`src/rtl/fdiv_seq_if.sv`:
```
// Start/done handshake bundle for the iterative single-precision divider.
interface fdiv_seq_if;
    logic        start;
    logic [31:0] x1;
    logic [31:0] x2;
    logic        busy;
    logic        done;
    logic [31:0] y;

    modport master (output start, output x1, output x2, input busy, input done, input y);
    modport slave  (input start, input x1, input x2, output busy, output done, output y);
endinterface

```
`src/rtl/fdiv_seq.sv`:
```
// Iterative IEEE-754 single-precision divider (y = x1 / x2).
// Restoring division produces one quotient bit per cycle; the latency is fixed at 27 cycles.
module fdiv_seq (
    input  logic      clk,
    input  logic      rst,
    fdiv_seq_if.slave bus
);
    typedef enum logic [1:0] {IDLE, DIV, ROUND} state_t;

    state_t      state, state_nxt;
    logic        load, iter, finish;
    logic [4:0]  count;
    logic [25:0] r;
    logic [23:0] d;
    logic [25:0] q;
    logic [25:0] diff;
    logic        ge;
    logic        sign;
    logic [7:0]  e1, e2;
    logic        x1_nan, x1_inf, x1_zero;
    logic        x2_nan, x2_inf, x2_zero;
    logic signed [9:0] exp_raw;
    logic [31:0] result;
    logic        done_q;
    logic [31:0] y_q;

    // Normalize the quotient, round to nearest-even, and apply range limits.
    function automatic logic [31:0] round_pack(input logic [25:0] qv, input logic rem_nz,
                                               input logic signed [9:0] e_in, input logic s);
        logic [22:0]       frac;
        logic              guard, sticky, inc;
        logic signed [9:0] e;
        logic [23:0]       sum;
        if (qv[25]) begin
            frac   = qv[24:2];
            guard  = qv[1];
            sticky = qv[0] | rem_nz;
            e      = e_in;
        end else begin
            frac   = qv[23:1];
            guard  = qv[0];
            sticky = rem_nz;
            e      = e_in - 10'sd1;
        end
        inc = guard & (sticky | frac[0]);
        sum = {1'b0, frac} + {23'd0, inc};
        if (sum[23]) begin
            frac = 23'd0;
            e    = e + 10'sd1;
        end else begin
            frac = sum[22:0];
        end
        if (e >= 10'sd255)
            round_pack = {s, 8'hff, 23'd0};
        else if (e <= 10'sd0)
            round_pack = {s, 31'd0};
        else
            round_pack = {s, e[7:0], frac};
    endfunction

    always_ff @(posedge clk or posedge rst) begin
        if (rst) state <= IDLE;
        else     state <= state_nxt;
    end

    always_comb begin
        state_nxt = state;
        load      = 1'b0;
        iter      = 1'b0;
        finish    = 1'b0;
        case (state)
            IDLE: begin
                if (bus.start) begin
                    load      = 1'b1;
                    state_nxt = DIV;
                end
            end
            DIV: begin
                iter = 1'b1;
                if (count == 5'd25) state_nxt = ROUND;
            end
            ROUND: begin
                finish    = 1'b1;
                state_nxt = IDLE;
            end
            default: state_nxt = IDLE;
        endcase
    end

    always_ff @(posedge clk or posedge rst) begin
        if (rst) begin
            count  <= 5'd0;
            done_q <= 1'b0;
            y_q    <= 32'd0;
        end else begin
            done_q <= finish;
            if (load)        count <= 5'd0;
            else if (iter)   count <= count + 5'd1;
            if (finish)      y_q   <= result;
        end
    end

    assign diff = r - {2'b00, d};
    assign ge   = (r >= {2'b00, d});

    // Operand capture on the accepting edge, then one restoring step per DIV cycle.
    always_ff @(posedge clk) begin
        if (load) begin
            sign    <= bus.x1[31] ^ bus.x2[31];
            e1      <= bus.x1[30:23];
            e2      <= bus.x2[30:23];
            x1_nan  <= (bus.x1[30:23] == 8'hff) && (bus.x1[22:0] != 23'd0);
            x1_inf  <= (bus.x1[30:23] == 8'hff) && (bus.x1[22:0] == 23'd0);
            x1_zero <= (bus.x1[30:23] == 8'h00);
            x2_nan  <= (bus.x2[30:23] == 8'hff) && (bus.x2[22:0] != 23'd0);
            x2_inf  <= (bus.x2[30:23] == 8'hff) && (bus.x2[22:0] == 23'd0);
            x2_zero <= (bus.x2[30:23] == 8'h00);
            r       <= {3'b001, bus.x1[22:0]};
            d       <= {1'b1, bus.x2[22:0]};
            q       <= 26'd0;
        end else if (iter) begin
            q <= {q[24:0], ge};
            r <= ge ? {diff[24:0], 1'b0} : {r[24:0], 1'b0};
        end
    end

    assign exp_raw = $signed({2'b00, e1}) - $signed({2'b00, e2}) + 10'sd127;

    always_comb begin
        result = round_pack(q, (r != 26'd0), exp_raw, sign);
        if (x1_nan || x2_nan || (x1_zero && x2_zero) || (x1_inf && x2_inf))
            result = 32'h7fc00000;
        else if (x1_inf || x2_zero)
            result = {sign, 8'hff, 23'd0};
        else if (x1_zero || x2_inf)
            result = {sign, 31'd0};
    end

    assign bus.busy = (state != IDLE);
    assign bus.done = done_q;
    assign bus.y    = y_q;
endmodule

```
`src/flat_wrapper.sv`:
```
// flat-port wrapper written by rule: the top's interface ports become plain ports
module fdiv_seq_flat 
  (clk, rst, bus_start, bus_x1, bus_x2, bus_busy, bus_done, bus_y);
  fdiv_seq_if bus_i ();
  input  logic clk;
  input  logic rst;
  input wire logic [$bits(bus_i.start)-1:0] bus_start;
  input wire logic [$bits(bus_i.x1)-1:0] bus_x1;
  input wire logic [$bits(bus_i.x2)-1:0] bus_x2;
  output wire logic [$bits(bus_i.busy)-1:0] bus_busy;
  output wire logic [$bits(bus_i.done)-1:0] bus_done;
  output wire logic [$bits(bus_i.y)-1:0] bus_y;
  assign bus_i.start = bus_start;
  assign bus_i.x1 = bus_x1;
  assign bus_i.x2 = bus_x2;
  assign bus_busy = bus_i.busy;
  assign bus_done = bus_i.done;
  assign bus_y = bus_i.y;
  fdiv_seq u_core (.clk(clk), .rst(rst), .bus(bus_i));
endmodule
```
`config.mk`:
```
export PLATFORM = sky130hd
export DESIGN_NAME = fdiv_seq_flat
export DESIGN_NICKNAME = d
export VERILOG_FILES = /design/src/rtl/fdiv_seq_if.sv /design/src/rtl/fdiv_seq.sv /design/src/flat_wrapper.sv
export SDC_FILE = /design/constraint.sdc
export NUM_CORES = 1
export LEC_CHECK = 0
export BUFFER_PORTS_ARGS = -buffer_cell sky130_fd_sc_hd__buf_4
export CORE_MARGIN = 2
export CORE_UTILIZATION = 40
export CTS_BUF_LIST = sky130_fd_sc_hd__clkbuf_8
export CTS_CLUSTER_SIZE = 12
export DETAILED_ROUTE_END_ITERATION = 8
export GPL_TIMING_DRIVEN = 0
export SLEW_MARGIN = 0
export SYNTH_ARGS = -nofsm -noshare
export SYNTH_HDL_FRONTEND = slang
export SYNTH_SLANG_ARGS = --single-unit
export TNS_END_PERCENT = 100
```
`constraint.sdc`:
```
create_clock -name clk -period 4.46 [get_ports clk]
set_input_delay 0.223 -clock clk [delete_from_list [all_inputs] [get_ports clk]]
set_output_delay 0.223 -clock clk [all_outputs]
set_load 0.005 [all_outputs]
```
After elaboration in Yosys (flattened, before gate mapping). Cells that the tools add are included.

Register bits: 138. Input port bits: 67. Output and inout port bits: 34. Word-level logic and storage cells: 83.

$add $sub $neg: 7. $lt $le $gt $ge: 3. Equal/unequal tests: 7. Muxes and demuxes: 23. Bitwise logic cells: 4. Reductions and logical operators: 22.

Operators by type and width (count): 31-bit 2-to-1 mux (4); 23-bit 2-to-1 mux (4); 23-bit logical NOT (2); 23-bit nonzero test (2); 32-bit 2-to-1 mux (1); 26-bit by 24-bit greater-or-equal comparator with 1-bit output (1); 26-bit 2-to-1 mux (1); 26-bit nonzero test (1); 25-bit by 24-bit subtractor with 25-bit output (1); 23-bit by 1-bit adder with 24-bit output (1); 10-bit 2-to-1 mux (2); 8-bit equality test, second input constant (2); 8-bit logical NOT (2); 10-bit by 2-bit adder with 10-bit output, second input constant (1); 10-bit by 8-bit adder with 10-bit output, second input constant (1); 10-bit by 9-bit greater-or-equal comparator with 1-bit output, second input constant (1); 10-bit by 1-bit less-or-equal comparator with 1-bit output, second input constant (1); 5-bit 2-to-1 mux (2); 10-bit by 2-bit subtractor with 10-bit output, second input constant (1); 8-bit by 8-bit subtractor with 9-bit output (1); 1-bit logical AND (6); 1-bit 2-to-1 mux (6); 5-bit by 1-bit adder with 5-bit output, second input constant (1); 5-bit equality test, second input constant (1); other kinds (13) (20).

Longest topological paths before layout.
Word-level depth: 13. Gate-level depth with buffers: 18. Depth with buffers taken out: 15.

Worst setup path before layout. No wires, ideal clock.

Kind: register -> register. Start: register u_core.e2[0]. End: register u_core.y_q[16], in the netlist u_core.bus.y[16]. Library setup time: 0.122 ns. Data arrival time: 3.715 ns. Data required time: 4.338 ns. Slack: 0.623 ns. Stages on the path, launching flop included: 17. Buffers on the path: 2. Period minus slack after synthesis: 3.837 ns. Path through: edfxtp_1 > ha_1 > fa_1 > ha_1 > xor3_2 > nand3_1 > and2_4 > xnor2_2 > nor4_4 > and2_1 > buf_6 > mux2_4 > xnor2_2 > a221oi_4 > nor3_4 > buf_6 > a32o_1.

Longest elaborated chain between the ends: 12. Elaborated cells on any way between the ends: 13. Classes of those cells: add/sub: 4; order compare: 2; mux: 7.

Ends and longest elaborated chain: start: declaration (line fdiv_seq.sv:19) `logic [7:0] e1, e2;`; start signal: assignment (line fdiv_seq.sv:111) `e2 <= bus.x2[30:23];`; 8-bit by 8-bit subtractor with 9-bit output * (line fdiv_seq.sv:127) `assign exp_raw = $signed({2'b00, e1}) - $signed({2'b00, e2}) + 10'sd127;`; 10-bit by 8-bit adder with 10-bit output * (line fdiv_seq.sv:127); 10-bit by 2-bit subtractor with 10-bit output (line fdiv_seq.sv:43) `e = e_in - 10'sd1;`; 10-bit 2-to-1 mux * (line fdiv_seq.sv:34) `if (qv[25]) begin`; 10-bit by 2-bit adder with 10-bit output (line fdiv_seq.sv:49) `e = e + 10'sd1;`; 10-bit 2-to-1 mux * (line fdiv_seq.sv:47) `if (sum[23]) begin`; 10-bit by 1-bit less-or-equal comparator with 1-bit output (line fdiv_seq.sv:55) `else if (e <= 10'sd0)`; 31-bit 2-to-1 mux (line fdiv_seq.sv:55); 31-bit 2-to-1 mux * (line fdiv_seq.sv:53) `if (e >= 10'sd255)`; 31-bit 2-to-1 mux * (line fdiv_seq.sv:135) `else if (x1_zero || x2_inf)`; 31-bit 2-to-1 mux * (line fdiv_seq.sv:133) `else if (x1_inf || x2_zero)`; 32-bit 2-to-1 mux * (line fdiv_seq.sv:131) `if (x1_nan || x2_nan || (x1_zero && x2_zero) || (x1_inf && x2_inf))`; end signal: assignment (line fdiv_seq.sv:99) `if (finish) y_q <= result;`; end: declaration (line fdiv_seq.sv:25) `logic [31:0] y_q;`.

Every way passes the cells marked *; elsewhere a longest branch is shown, timed or not. A chain may end at the register's enable or synchronous reset.

Worst setup path in the final report. Same ends and word-level chain as after synthesis.

==> flow_metrics.tcl <==
set metrics [dict create \
    async_reset_ff_share_pct 29.0 \
    initial_core_util_pct 40.8 \
    finalSetupTns_ns 0 \
    synth_cells 963 \
    vdd_drop_max_mv 0.248 \
    path_max_fanout 10 \
    status "completed" \
    worst_slew_pin_slew_ns 0.976 \
    cts_tree "done" \
    ys.flop_type "edfxtp_1" \
    dp_hpwl_um 17300 \
    clock_latency_ns 0.47 \
    total_power_mw 6.43 \
    syn_area_per_cell_um2 9.25 \
    worstSetupStartpointType "flip-flop" \
    dieWidth_um 153 \
    drc 0 \
    critPathArrivalTime_ns 4.55 \
    ys_types 87 \
    intPower_mw 3.69 \
    power_frac_comb_pct 51.5 \
    instances_no_fill 1416 \
    grt_pass1_vias 7356 \
    stdcell_area_um2 10800 \
    final_nets 1229 \
    dp.cells 1344 \
    synth-warning-count 0 \
    core_area_um2 21800 \
    io_buffers 100 \
    antennaDiodeCount 0 \
    worstPathRequired_ns 4.81 \
    vias 7659 \
    grt_max_degree 41 \
    path_class "flip-flop to flip-flop" \
    antenna_found_initial 0 \
    dieArea_um2 23500 \
    rsz0062_at_grt "no" \
    gp_congestion 0.870 \
    setup_viol 0 \
    clkTransAtPathRegs_ns 0.08 \
    fin_crit_sh_pct 94.4 \
    post_cts_buffers 0 \
    cts_max_path_buffers 2 \
    swShare_pct 42.6 \
    drt_iter0_markers 369 \
    p_leak_nw 4.31 \
    power.density_nw_per_um2 593 \
    grt_use_total_pct 19.9 \
    area_delta_synth_final_pct 21.8 \
    cts_sinks 138 \
    die_y_um 153 \
    ios 101 \
    routed_wirelength_um 23200 \
    synth_enable_flop_cells 69 \
    clock.fmax_ghz 0.238 \
    ys_ff_latch 138 \
    clock-skew-final_ns 0.0183 \
    n_fill_cell 2060 \
    dr.pass1.iters 5 \
    end_kind "flip-flop" \
    cts_max_level 4 \
    post_drt_wl_per_cell_um 16.4 \
    cts_root_buf "clkbuf_8" \
    ys_seq_area_share_pct 41.0 \
    pwr-share-clk_pct 16.9 \
    slew_viol_final 0 \
    cap_violations 0 \
    p_sw_mw 2.74 \
    hp-class "input pin to flip-flop" \
    seqPwrFrac_pct 31.6 \
    period_needed_ns 4.21 \
    placed_area_um2 10000 \
    synth_nets 1069 \
    grt_pass1_wl_um 37600 \
    grt-ovfl-total 0 \
    syn-cell-area_um2 8900 \
    ant_nets 0 \
    drive_above_1_share_pct 16.0 \
    cts_buffers 17 \
    viasPerCell 5.41 \
    rows 54 \
    relSlewSlack_pct 34.8 \
    hold_viol_final 0 \
]
[cell usage after synthesis (all sizes together) (12+ instances only)]
cell | count | area, um2
o21ai | 38 | 194
xor2 | 20 | 175
xnor2 | 30 | 304
nand2b | 14 | 87.6
nand3 | 22 | 110
a32o | 19 | 190
clkbuf | 36 | 136
buf | 15 | 100
nor4 | 23 | 165
o21a | 12 | 90.1
dfrtp | 40 | 1000
nor2 | 73 | 274
nor2b | 14 | 87.6
dfxtp | 29 | 581
a211oi | 16 | 120
ha | 37 | 463
nor3 | 22 | 133
edfxtp | 69 | 2070
nand4 | 15 | 93.8
a21oi | 96 | 480
inv | 57 | 214
mux2i | 23 | 234
nand2 | 108 | 408
[per-layer routing]
layer  vias up  track usage [%]  routed length [um]
met5         -                0                   0
met4         0             6.48                 392
met3        26             3.09                 891
met2       179             33.9               11100
met1      3601             26.0               10900
li1       3853                -                   -
[path summary, 6_finish.rpt]
check | start | to | slack [ns] | depth (start not counted)
min | bus_x1[17] | u_core.r[17] | 0.06 | 3
min in group asynchronous | rst | u_core.bus.y[7] | 0.49 | 3
max | u_core.e2[0] | u_core.bus.y[16] | 0.25 | 16
max in group asynchronous | rst | u_core.bus.y[29] | 3.39 | 3
max reg2reg | u_core.e2[0] | u_core.bus.y[16] | 0.25 | 16
min reg2reg | u_core.sign | u_core.bus.y[31] | 0.47 | 1
[logic make-up (layout without fill, tap and decap cells)]
family | Yosys count | after routing | synth area share, %
DFF | 138 | 138 | 41.0
AOI/OAI and AO/OA | 258 | 258 | 19.7
and+or+nand+nor | 340 | 340 | 19.5
adders and majority gates | 39 | 39 | 5.65
buffers and inverters | 108 | 281 | 5.06
muxes | 29 | 29 | 3.43
xor gates and xnor gates | 51 | 51 | 5.66
[repair_timing]
action,4_1_cts,5_1_grt
setup endpoints to repair,2,21
endpoints found under the hold margin,79,0
hold buffers,40,0
gates resized for setup,1,5
[placed cells by master, fill, tap and decap left out, types with 15 or more instances in the layout]
| cell type | Yosys | layout |
|---|---|---|
| nand2_1 | 107 | 107 |
| buf_4 | 1 | 101 |
| a21oi_1 | 96 | 96 |
| nor2_1 | 73 | 73 |
| edfxtp_1 | 69 | 69 |
| inv_1 | 56 | 57 |
| dlygate4sd3_1 | 0 | 40 |
| dfrtp_1 | 40 | 40 |
| ha_1 | 37 | 37 |
| o21ai_0 | 35 | 35 |
| clkbuf_1 | 35 | 33 |
| dfxtp_1 | 29 | 29 |
| xnor2_1 | 26 | 25 |
| mux2i_1 | 22 | 22 |
| nand3_1 | 22 | 22 |
| nor4_1 | 21 | 21 |
| xor2_1 | 20 | 20 |
| nor3_1 | 20 | 20 |
| a32o_1 | 19 | 19 |
| clkbuf_8 | 0 | 17 |
| a211oi_1 | 16 | 16 |
| nand4_1 | 15 | 15 |
[stage by stage]
step                hold slack [ns]  util (%)  worst slack, ns
floorplan                     0.322         -            0.623
global placement              0.412      45.8           -0.119
detailed placement            0.412      45.9          -0.0978
CTS                          0.0227      49.6           0.0677
global route                 0.0601      49.7           0.0177
finish                       0.0551      49.7            0.251
[critical path: stages (launching register included)]
cell	delay, ns
edfxtp_1	0.37
ha_1	0.23
fa_1	0.50
ha_1	0.25
xor3_2	0.27
nand3_1	0.13
and2_4	0.21
xnor2_2	0.21
nor4_4	0.32
and2_1	0.18
buf_6	0.13
mux2_4	0.31
xnor2_2	0.18
a221oi_4	0.28
nor3_4	0.10
buf_6	0.17
a32o_1	0.25
[registers in the layout, indices dropped and copies added, names as in the netlist]
register         count
u_core.x2_zero       1
u_core.bus.done      1
u_core.x1_inf        1
u_core.x2_nan        1
u_core.d            23
u_core.x2_inf        1
u_core.r            26
u_core.e2            8
u_core.sign          1
u_core.count         5
u_core.state         2
u_core.x1_zero       1
u_core.q            26
u_core.x1_nan        1
u_core.bus.y        32
u_core.e1            8
[final cells by class]
cell class / instances / area, um2 / area share, %
repair buffers: 141 / 1170 / 10.8
well taps: 280 / 350 / 3.23
flip-flops and latches: 138 / 3650 / 33.7
clock inverters: 15 / 170 / 1.57
plain buffers: 51 / 243 / 2.24
multi-input cells: 717 / 4810 / 44.3
inverters: 57 / 214 / 1.97
clock buffers: 17 / 234 / 2.16
[power groups by stage]
| stage | Sequential (mW) | Clock [mW] | Combinational (mW) |
|---|---|---|---|
| 2_1_floorplan | 1.96 | 0 | 2.55 |
| 3_3_place_gp | 2.06 | 0 | 3.20 |
| 5_1_grt | 2.07 | 1.15 | 3.71 |
| 4_1_cts | 2.03 | 1.11 | 3.30 |
| 3_5_place_dp | 2.06 | 0 | 3.25 |
| 6_report | 2.03 | 1.08 | 3.31 |
Power figures use the tool's default switching activity.
